### src/rtl/bin2bcd_seq.sv
// Sequential binary-to-BCD converter using shift-and-add-3, one input bit per clock.
// Results beyond the DIGITS display range saturate to all nines and raise overflow.
module bin2bcd_seq #(
  parameter int W      = 11,
  parameter int DIGITS = 3
) (
  input  logic                  clk,
  input  logic                  reset,
  input  logic [W-1:0]          bin_in,
  input  logic                  start,
  output logic                  ready,
  output logic                  busy,
  output logic                  done,
  output logic [4*DIGITS-1:0]   bcd_out,
  output logic                  overflow
);

  localparam int          BW    = 4 * DIGITS;
  localparam int          CW    = (W > 1) ? $clog2(W) : 1;
  localparam int unsigned LIMIT = 10 ** DIGITS;

  typedef enum logic [1:0] {IDLE, LOAD, SHIFT, DONE} state_t;

  state_t         state, state_nxt;
  logic [W-1:0]   bin_shift;
  logic [BW-1:0]  bcd_acc, bcd_adj, acc_nxt;
  logic [CW-1:0]  cnt;
  logic           ovf_pending;

  // Add-3 correction looks at each nibble before this cycle's shift.
  always_comb begin
    // NOTE: every always_comb output gets a default first so no latch is inferred.
    bcd_adj = bcd_acc;
    for (int i = 0; i < DIGITS; i++) begin
      if (bcd_acc[4*i +: 4] >= 4'd5) bcd_adj[4*i +: 4] = bcd_acc[4*i +: 4] + 4'd3;
    end
    // Bit shifted out of the top nibble is dropped; that only happens on overflow.
    acc_nxt = BW'({bcd_adj, bin_shift[W-1]});
  end

  always_ff @(posedge clk or posedge reset) begin
    // NOTE: sequential state uses non-blocking assignments so all registers update together.
    if (reset) state <= IDLE;
    else       state <= state_nxt;
  end

  always_comb begin
    state_nxt = state;
    ready     = 1'b0;
    busy      = 1'b1;
    done      = 1'b0;
    case (state)
      IDLE: begin
        ready = 1'b1;
        busy  = 1'b0;
        if (start) state_nxt = LOAD;
      end
      LOAD:  state_nxt = SHIFT;
      SHIFT: if (cnt == '0) state_nxt = DONE;
      DONE: begin
        done      = 1'b1;
        state_nxt = IDLE;
      end
      default: state_nxt = IDLE;
    endcase
  end

  always_ff @(posedge clk or posedge reset) begin
    if (reset) begin
      bin_shift   <= '0;
      bcd_acc     <= '0;
      cnt         <= '0;
      ovf_pending <= 1'b0;
      bcd_out     <= '0;
      overflow    <= 1'b0;
    end else begin
      case (state)
        IDLE: if (start) begin
          bin_shift   <= bin_in;
          bcd_acc     <= '0;
          ovf_pending <= 32'(bin_in) >= LIMIT;
        end
        LOAD: cnt <= CW'(W - 1);
        SHIFT: begin
          bin_shift <= {bin_shift[W-2:0], 1'b0};
          bcd_acc   <= acc_nxt;
          if (cnt != '0) begin
            cnt <= cnt - CW'(1);
          end else begin
            // Result is loaded on the edge into DONE so it is valid alongside the done pulse.
            bcd_out  <= ovf_pending ? {DIGITS{4'h9}} : acc_nxt;
            overflow <= ovf_pending;
          end
        end
        default: ;
      endcase
    end
  end

endmodule

### config.mk
export PLATFORM = sky130hd
export DESIGN_NAME = bin2bcd_seq
export DESIGN_NICKNAME = d
export VERILOG_FILES = /design/src/rtl/bin2bcd_seq.sv
export SDC_FILE = /design/constraint.sdc
export NUM_CORES = 1
export LEC_CHECK = 0
export BUFFER_PORTS_ARGS = -buffer_cell sky130_fd_sc_hd__buf_2
export CAP_MARGIN = 20
export CORE_MARGIN = 4
export CORE_UTILIZATION = 33
export DETAILED_ROUTE_END_ITERATION = 8
export PLACE_DENSITY = 0.57
export SLEW_MARGIN = 20
export SYNTH_ARGS = -nofsm -noshare
export SYNTH_HDL_FRONTEND = slang
export SYNTH_SLANG_ARGS = --single-unit
### constraint.sdc
create_clock -name clk -period 1.8 [get_ports clk]
set_input_delay 0.36 -clock clk [delete_from_list [all_inputs] [get_ports clk]]
set_output_delay 0.36 -clock clk [all_outputs]
set_load 0.1 [all_outputs]
==> impl_metrics.prom, run 1 <==
# TYPE chip_impl_metric gauge
chip_impl_info{name="status",value="completed"} 1
chip_impl_metric{name="post_cts_buffers",unit=""} 0
chip_impl_metric{name="die_w",unit="um"} 88.4
chip_impl_metric{name="worst_ep_arrival_time",unit="ns"} 1.37
chip_impl_metric{name="worst-r2r-setup-slack",unit="ns"} 0.12
chip_impl_metric{name="synth-seq-cells",unit=""} 43
chip_impl_metric{name="instances_no_fill",unit=""} 312
chip_impl_metric{name="grt_overflow",unit=""} 0
chip_impl_metric{name="utilization_of_the_core_after_routing",unit="%"} 40.8
chip_impl_metric{name="clock_latency",unit="ns"} 0.29
chip_impl_metric{name="drt-wirelength-per-cell",unit="um"} 14.4
chip_impl_metric{name="post_synth_num_cell_types",unit=""} 37
chip_impl_metric{name="drt.antenna.violating_nets",unit=""} 0
chip_impl_metric{name="tightest_slew",unit="ns"} 0.487
chip_impl_metric{name="hold_violations",unit=""} 0
chip_impl_metric{name="maxCapViolCount",unit=""} 0
chip_impl_info{name="start_kind",value="register"} 1
chip_impl_metric{name="fin_crit",unit="ns"} 1.73
chip_impl_metric{name="drc",unit=""} 0
chip_impl_metric{name="pin_count_of_the_biggest_net_entering_global_routing",unit=""} 44
chip_impl_metric{name="htreeDepth",unit=""} 2
chip_impl_info{name="cp_slowest_cell",value="sky130_fd_sc_hd__dfrtp_1"} 1
chip_impl_info{name="clockRootBuffer",value="sky130_fd_sc_hd__clkbuf_8"} 1
chip_impl_metric{name="cts_hold_repair.buffers",unit=""} 0
chip_impl_metric{name="ys_warn_count",unit=""} 0
chip_impl_info{name="grt_setup_unrepaired",value="no"} 1
chip_impl_metric{name="drtPass1Iterations",unit=""} 4
chip_impl_metric{name="drt-total-wl",unit="mm"} 4.49
chip_impl_info{name="mostFrequentLayoutCells",value="43 x sky130_fd_sc_hd__dfrtp_1, 27 x sky130_fd_sc_hd__buf_2, 20 x sky130_fd_sc_hd__nand2_1"} 1
chip_impl_metric{name="tightest_slew_margin_relative_to_the_limit",unit="%"} 67.7
chip_impl_metric{name="place.detailed.instances",unit=""} 304
chip_impl_metric{name="std_cell_rows",unit=""} 29
chip_impl_metric{name="design.die.area",unit="mm2"} 0.00781
chip_impl_metric{name="netlist_area",unit="mm2"} 0.00213
chip_impl_metric{name="clock_skew",unit="ns"} 0.00333
chip_impl_metric{name="core_area",unit="mm2"} 0.00631
chip_impl_metric{name="cp_data_required_time",unit="ns"} 1.44
chip_impl_metric{name="placement.setup.worst_slack",unit="ns"} 0.0972
chip_impl_metric{name="cts.sink_count",unit=""} 43
chip_impl_metric{name="setup_viol_count_final",unit=""} 0
chip_impl_metric{name="grt_pass1_vias",unit=""} 1617
chip_impl_metric{name="gp_congestion",unit=""} 0.738
chip_impl_metric{name="avgViaCountPerCell",unit=""} 4.95
chip_impl_metric{name="area.growth.synth_to_final",unit="%"} 20.8
chip_impl_metric{name="slowest_delay",unit="ns"} 0.42
chip_impl_info{name="worst_r2r_startpoint",value="state[1]"} 1
chip_impl_metric{name="worstRegToRegCells",unit=""} 5
chip_impl_info{name="tritoncts",value="yes"} 1
chip_impl_info{name="path_class",value="reg -> out"} 1
chip_impl_metric{name="synthesis.nets",unit=""} 222
chip_impl_info{name="worst_setup_path_end_kind",value="output pin"} 1
chip_impl_metric{name="crit_path_max_fanout",unit=""} 9
chip_impl_metric{name="vias",unit=""} 1545
chip_impl_metric{name="initial_antenna_violation_count",unit=""} 0
chip_impl_metric{name="post_layout_net_count",unit=""} 259
chip_impl_info{name="most_common_cell_after_layout_fill_and_taps_aside",value="sky130_fd_sc_hd__dfrtp_1"} 1
chip_impl_metric{name="initial_core_util",unit="%"} 33.7
chip_impl_metric{name="report.final.slew_viol_count",unit=""} 0
chip_impl_metric{name="grt_pass1_wl",unit="mm"} 7.77
chip_impl_metric{name="postSynthAreaPerCell",unit="um2"} 10.8
chip_impl_metric{name="drt_iter0_markers",unit=""} 83
chip_impl_metric{name="clockBufferDepth",unit=""} 2
chip_impl_metric{name="synth_seq_area_share",unit="%"} 50.5
chip_impl_metric{name="diodes",unit=""} 0
chip_impl_metric{name="cts_inserted_buffers",unit=""} 5
chip_impl_info{name="critical_path.reg2reg.endpoint",value="bcd_acc[7]"} 1
chip_impl_metric{name="drive_gt1_share",unit="%"} 23.0
chip_impl_metric{name="synthesis.instances",unit=""} 197
chip_impl_metric{name="overall_fraction_of_global_route_tracks_in_use",unit="%"} 12.7
chip_impl_metric{name="clock.fmax",unit="MHz"} 576
chip_impl_metric{name="port_buffers",unit=""} 29
chip_impl_metric{name="cts.clk_slew.worst_paths",unit="ns"} 0.08
chip_impl_metric{name="hpwl",unit="mm"} 3.15
chip_impl_metric{name="dieHeight",unit="um"} 88.4
chip_impl_metric{name="final.setup.worst_slack",unit="ns"} 0.0652
chip_impl_metric{name="final_cycle_share",unit="%"} 96.4
chip_impl_info{name="timing.hold.worst.class",value="in -> async"} 1
chip_impl_info{name="path_cells",value="inv_2 -> ha_4 -> clkinvlp_4 -> buf_12"} 1
chip_impl_metric{name="io-pin-count",unit=""} 30
chip_impl_metric{name="setup-tns-final",unit="ns"} 0
chip_impl_metric{name="post_cts_sizing_count",unit=""} 0
-- cell usage after synthesis --
cell type,n,area (um2)
sky130_fd_sc_hd__buf_6,1,11.3
sky130_fd_sc_hd__xor2_1,1,8.76
sky130_fd_sc_hd__o31ai_1,3,22.5
sky130_fd_sc_hd__mux2_2,1,11.3
sky130_fd_sc_hd__a31oi_1,1,6.26
sky130_fd_sc_hd__nor3_1,1,5.00
sky130_fd_sc_hd__inv_1,12,45.0
sky130_fd_sc_hd__nand2_1,20,75.1
sky130_fd_sc_hd__nor3b_4,1,18.8
sky130_fd_sc_hd__nor2_4,1,11.3
sky130_fd_sc_hd__nand3_1,3,15.0
sky130_fd_sc_hd__a211oi_1,3,22.5
sky130_fd_sc_hd__a21oi_1,10,50.1
sky130_fd_sc_hd__dfrtp_1,43,1080
sky130_fd_sc_hd__nand4_1,1,6.26
sky130_fd_sc_hd__o21ai_1,7,35.0
sky130_fd_sc_hd__nand4b_1,1,8.76
sky130_fd_sc_hd__xnor2_1,3,26.3
sky130_fd_sc_hd__mux2i_1,13,130
sky130_fd_sc_hd__nand3b_1,1,7.51
sky130_fd_sc_hd__o211ai_1,2,15.0
sky130_fd_sc_hd__a32o_1,3,30.0
sky130_fd_sc_hd__buf_4,2,15.0
sky130_fd_sc_hd__nand2b_2,1,8.76
sky130_fd_sc_hd__nor3b_1,5,37.5
sky130_fd_sc_hd__and2_1,2,12.5
sky130_fd_sc_hd__buf_2,4,20.0
sky130_fd_sc_hd__o21ai_0,14,70.1
sky130_fd_sc_hd__ha_1,11,138
sky130_fd_sc_hd__nand2b_1,5,31.3
sky130_fd_sc_hd__nand2_2,1,6.26
sky130_fd_sc_hd__o21a_1,1,7.51
sky130_fd_sc_hd__nor2_1,3,11.3
sky130_fd_sc_hd__o22a_1,1,8.76
sky130_fd_sc_hd__a22o_1,12,105
sky130_fd_sc_hd__o22ai_1,2,12.5
sky130_fd_sc_hd__o21ai_2,1,8.76
-- metrics by stage --
stage | area (um2) | hold slack, ns
3_3_place_gp | 2440 | 0.420
6_report | 2570 | 0.0848
2_1_floorplan | 2150 | 0.438
5_1_grt | 2570 | 0.114
3_5_place_dp | 2440 | 0.420
4_1_cts | 2560 | 0.0986
-- critical path, delay by kind of cell, from the launching register on --
kind	cells	cell delay [ns]
fa+ha+maj	1	0.24
buf+inv	3	0.41
flops	1	0.42
-- state kept, by name (all words and copies together) (netlist names) --
| signal | count |
|---|---|
| state | 2 |
| cnt | 4 |
| bcd_out | 12 |
| overflow | 1 |
| bcd_acc | 12 |
| ovf_pending | 1 |
| bin_shift | 11 |
-- worst max-delay path by stage --
stage                  start            to  slack, ns  cells past startpoint
floorplan           state[0]    bcd_acc[3]       0.01                      7
global placement    state[0]    bcd_out[8]       0.13                      6
detailed placement  state[1]  bin_shift[7]        0.1                      5
CTS                 state[1]          busy       0.08                      4
global route        state[1]          busy       0.01                      4
finish              state[1]          busy       0.07                      4
-- layout make-up --
cell class	count	area, um2
repair buffers	37	248
flip-flops and latches	43	1080
clock inverters	2	35.0
well taps	77	96.3
multi-input cells	135	988
clock buffers	6	82.6
inverters	12	48.8
fillers	652	3740
-- per-layer routing --
metal  track usage, %  up-vias  share of wire, %
met1             17.6      727                51
met3             2.89        7               3.9
met2             19.8       35                44
met4             3.85        0               1.4
met5                0        -                 0
li1                 -      776                 -
-- cells by family (layout without fill, tap and decap cells) --
group / Yosys count / count (layout) / share of synthesized area (%)
AND/OR/NAND/NOR: 46 / 46 / 12.0
adder cells (fa/ha/maj): 11 / 11 / 6.46
flip-flops: 43 / 43 / 50.5
XOR/XNOR: 4 / 4 / 1.64
AO/OA/AOI/OAI: 60 / 60 / 18.5
buffers and inverters: 19 / 57 / 4.29
multiplexers: 14 / 14 / 6.64
Power of run 1 is left out: the tool's default activity adds up to more than one toggle a clock period on the data nets, which glitch-free logic cannot reach.
==> inputs of run 2 (changes only) <==
- TNS_END_PERCENT: not set -> 1
- clock period: 1.8 -> 1.9 ns (I/O delays scaled with it)
==> run 2 against run 1 <==
Against the previous run:
- wire length shrank 0.56%
- core utilization shrank 0.93 points
- via count grew 1.2%
- clock skew is 0.0017 ns lower
- critical path depth decreased by 1
- design area fell by 2.3%
- die area stayed put
- hold slack gained 0.026 ns
- cell count fell by 1.3%
==> impl_metrics.prom, run 2 (synthesis gave the netlist of run 1 again) <==
# TYPE chip_impl_metric gauge
chip_impl_metric{name="initial_antenna_violation_count",unit=""} 0
chip_impl_metric{name="drc",unit=""} 0
chip_impl_metric{name="std_cell_rows",unit=""} 29
chip_impl_metric{name="post_cts_buffers",unit=""} 0
chip_impl_metric{name="avgViaCountPerCell",unit=""} 5.07
chip_impl_metric{name="die_w",unit="um"} 88.4
chip_impl_metric{name="setup_viol_count_final",unit=""} 0
chip_impl_metric{name="vias",unit=""} 1563
chip_impl_metric{name="cts.clk_slew.worst_paths",unit="ns"} 0.08
chip_impl_metric{name="worstPathBufferInverterCount",unit=""} 2
chip_impl_metric{name="area.growth.synth_to_final",unit="%"} 18.1
chip_impl_info{name="start_kind",value="register"} 1
chip_impl_metric{name="drtPass1Iterations",unit=""} 4
chip_impl_metric{name="crit_path_max_fanout",unit=""} 9
chip_impl_metric{name="final_cycle_share",unit="%"} 93.7
chip_impl_info{name="worst_setup_path_end_kind",value="output pin"} 1
chip_impl_metric{name="htreeDepth",unit=""} 2
chip_impl_metric{name="clockBufferDepth",unit=""} 2
chip_impl_info{name="most_common_cell_after_layout_fill_and_taps_aside",value="sky130_fd_sc_hd__dfrtp_1"} 1
chip_impl_info{name="path_cells",value="inv_1 -> ha_4 -> clkbuf_4"} 1
chip_impl_metric{name="overall_fraction_of_global_route_tracks_in_use",unit="%"} 12.5
chip_impl_metric{name="io-pin-count",unit=""} 30
chip_impl_info{name="status",value="completed"} 1
chip_impl_info{name="path_class",value="reg -> out"} 1
chip_impl_metric{name="pin_count_of_the_biggest_net_entering_global_routing",unit=""} 44
chip_impl_metric{name="initial_core_util",unit="%"} 33.7
chip_impl_metric{name="core_area",unit="mm2"} 0.00631
chip_impl_metric{name="drt_iter0_markers",unit=""} 81
chip_impl_metric{name="drt-total-wl",unit="mm"} 4.47
chip_impl_info{name="grt_setup_unrepaired",value="no"} 1
chip_impl_metric{name="drive_gt1_share",unit="%"} 20.8
chip_impl_metric{name="tightest_slew_margin_relative_to_the_limit",unit="%"} 67.5
chip_impl_info{name="cp_slowest_cell",value="sky130_fd_sc_hd__dfrtp_1"} 1
chip_impl_metric{name="post_layout_net_count",unit=""} 255
chip_impl_info{name="clockRootBuffer",value="sky130_fd_sc_hd__clkbuf_8"} 1
chip_impl_metric{name="grt_pass1_wl",unit="mm"} 7.56
chip_impl_info{name="tritoncts",value="yes"} 1
chip_impl_metric{name="tightest_slew",unit="ns"} 0.491
chip_impl_metric{name="hpwl",unit="mm"} 3.24
chip_impl_metric{name="setup-tns-final",unit="ns"} 0
chip_impl_metric{name="cts.sink_count",unit=""} 43
chip_impl_metric{name="report.final.slew_viol_count",unit=""} 0
chip_impl_metric{name="hold_violations",unit=""} 0
chip_impl_metric{name="design.die.area",unit="mm2"} 0.00781
chip_impl_metric{name="drt-wirelength-per-cell",unit="um"} 14.5
chip_impl_metric{name="cts_inserted_buffers",unit=""} 5
chip_impl_info{name="crit_family",value="buffers and inverters"} 1
chip_impl_metric{name="slowest_delay",unit="ns"} 0.42
chip_impl_metric{name="fin_crit",unit="ns"} 1.78
chip_impl_info{name="timing.hold.worst.class",value="in -> async"} 1
chip_impl_metric{name="port_buffers",unit=""} 29
chip_impl_metric{name="grt_pass1_vias",unit=""} 1538
chip_impl_metric{name="drt.antenna.violating_nets",unit=""} 0
chip_impl_metric{name="clock_latency",unit="ns"} 0.28
chip_impl_metric{name="maxCapViolCount",unit=""} 0
chip_impl_metric{name="worst_ep_arrival_time",unit="ns"} 1.40
chip_impl_metric{name="cts_hold_repair.buffers",unit=""} 0
chip_impl_metric{name="grt_overflow",unit=""} 0
chip_impl_metric{name="clock.fmax",unit="MHz"} 561
chip_impl_info{name="mostFrequentLayoutCells",value="43 x sky130_fd_sc_hd__dfrtp_1, 27 x sky130_fd_sc_hd__buf_2, 20 x sky130_fd_sc_hd__nand2_1"} 1
chip_impl_info{name="largest_registers",value="bcd_acc: 12 flops, bcd_out: 12 flops, bin_shift: 11 flops"} 1
chip_impl_metric{name="gp_congestion",unit=""} 0.724
chip_impl_metric{name="clock_skew",unit="ns"} 0.00159
chip_impl_metric{name="diodes",unit=""} 0
chip_impl_metric{name="cp_data_required_time",unit="ns"} 1.52
chip_impl_metric{name="dieHeight",unit="um"} 88.4
chip_impl_metric{name="post_cts_sizing_count",unit=""} 0
## run 2: changes by cell type in the layout (fill, tap and decap cells not counted), sizes merged
cell,change
buf,-6
clkbuf,+2
clkinvlp,-1
inv,+1
## run 2: path summary, 6_finish.rpt
kind	startpoint	endpoint	slack, ns	cells past startpoint
min in group clk	start	ovf_pending	0.32	2
worst min-delay path	reset	cnt[3]	0.11	3
worst max-delay path	state[0]	ready	0.12	3
worst max register to register	state[0]	bcd_out[4]	0.18	5
worst min register to register	bcd_out[0]	bcd_out[0]	0.48	2
max in group asynchronous	reset	bcd_acc[4]	1.58	3
## run 2: layer usage
layer  global-route usage, %  vias up  part of all wire [%]  routed length (um)
li1                        -      766                     -                   -
met1                    16.9      761                    46                2050
met2                    20.4       32                    48                2160
met3                    3.07        4                   5.0                 223
met4                    3.16        0                  0.74                  33
met5                       0        -                     0                   0
## run 2: layout make-up
class                      count  area (um2)
clock buffer                   6        82.6
clock inverter                 2        35.0
fill                         653        3800
inverter                      12        45.0
multi-input combinational    135         976
sequential                    43        1080
tap                           77        96.3
timing repair buffer          33         205
## run 2: stage by stage
step	instance area [um2]	setup slack [ns]	cells	hold WS, ns	util, %
3_5_place_dp	2390	0.190	300	0.435	37.9
6_report	2520	0.119	308	0.110	39.9
3_3_place_gp	2390	0.253	300	0.434	37.9
5_1_grt	2520	0.00261	308	0.133	39.9
4_1_cts	2510	0.00646	308	0.118	39.8
2_1_floorplan	2140	-0.00209	197	0.438	-
## run 2: worst register-to-register path, delay by kind of cell (launching register included)
kind	cells	cell delay [ns]
AO/OA/AOI/OAI	1	0.10
adder cells (fa/ha/maj)	1	0.38
buffers and inverters	1	0.14
flip-flops	1	0.42
AND/OR/NAND/NOR	2	0.56
Power of run 2 is left out for the same reason.
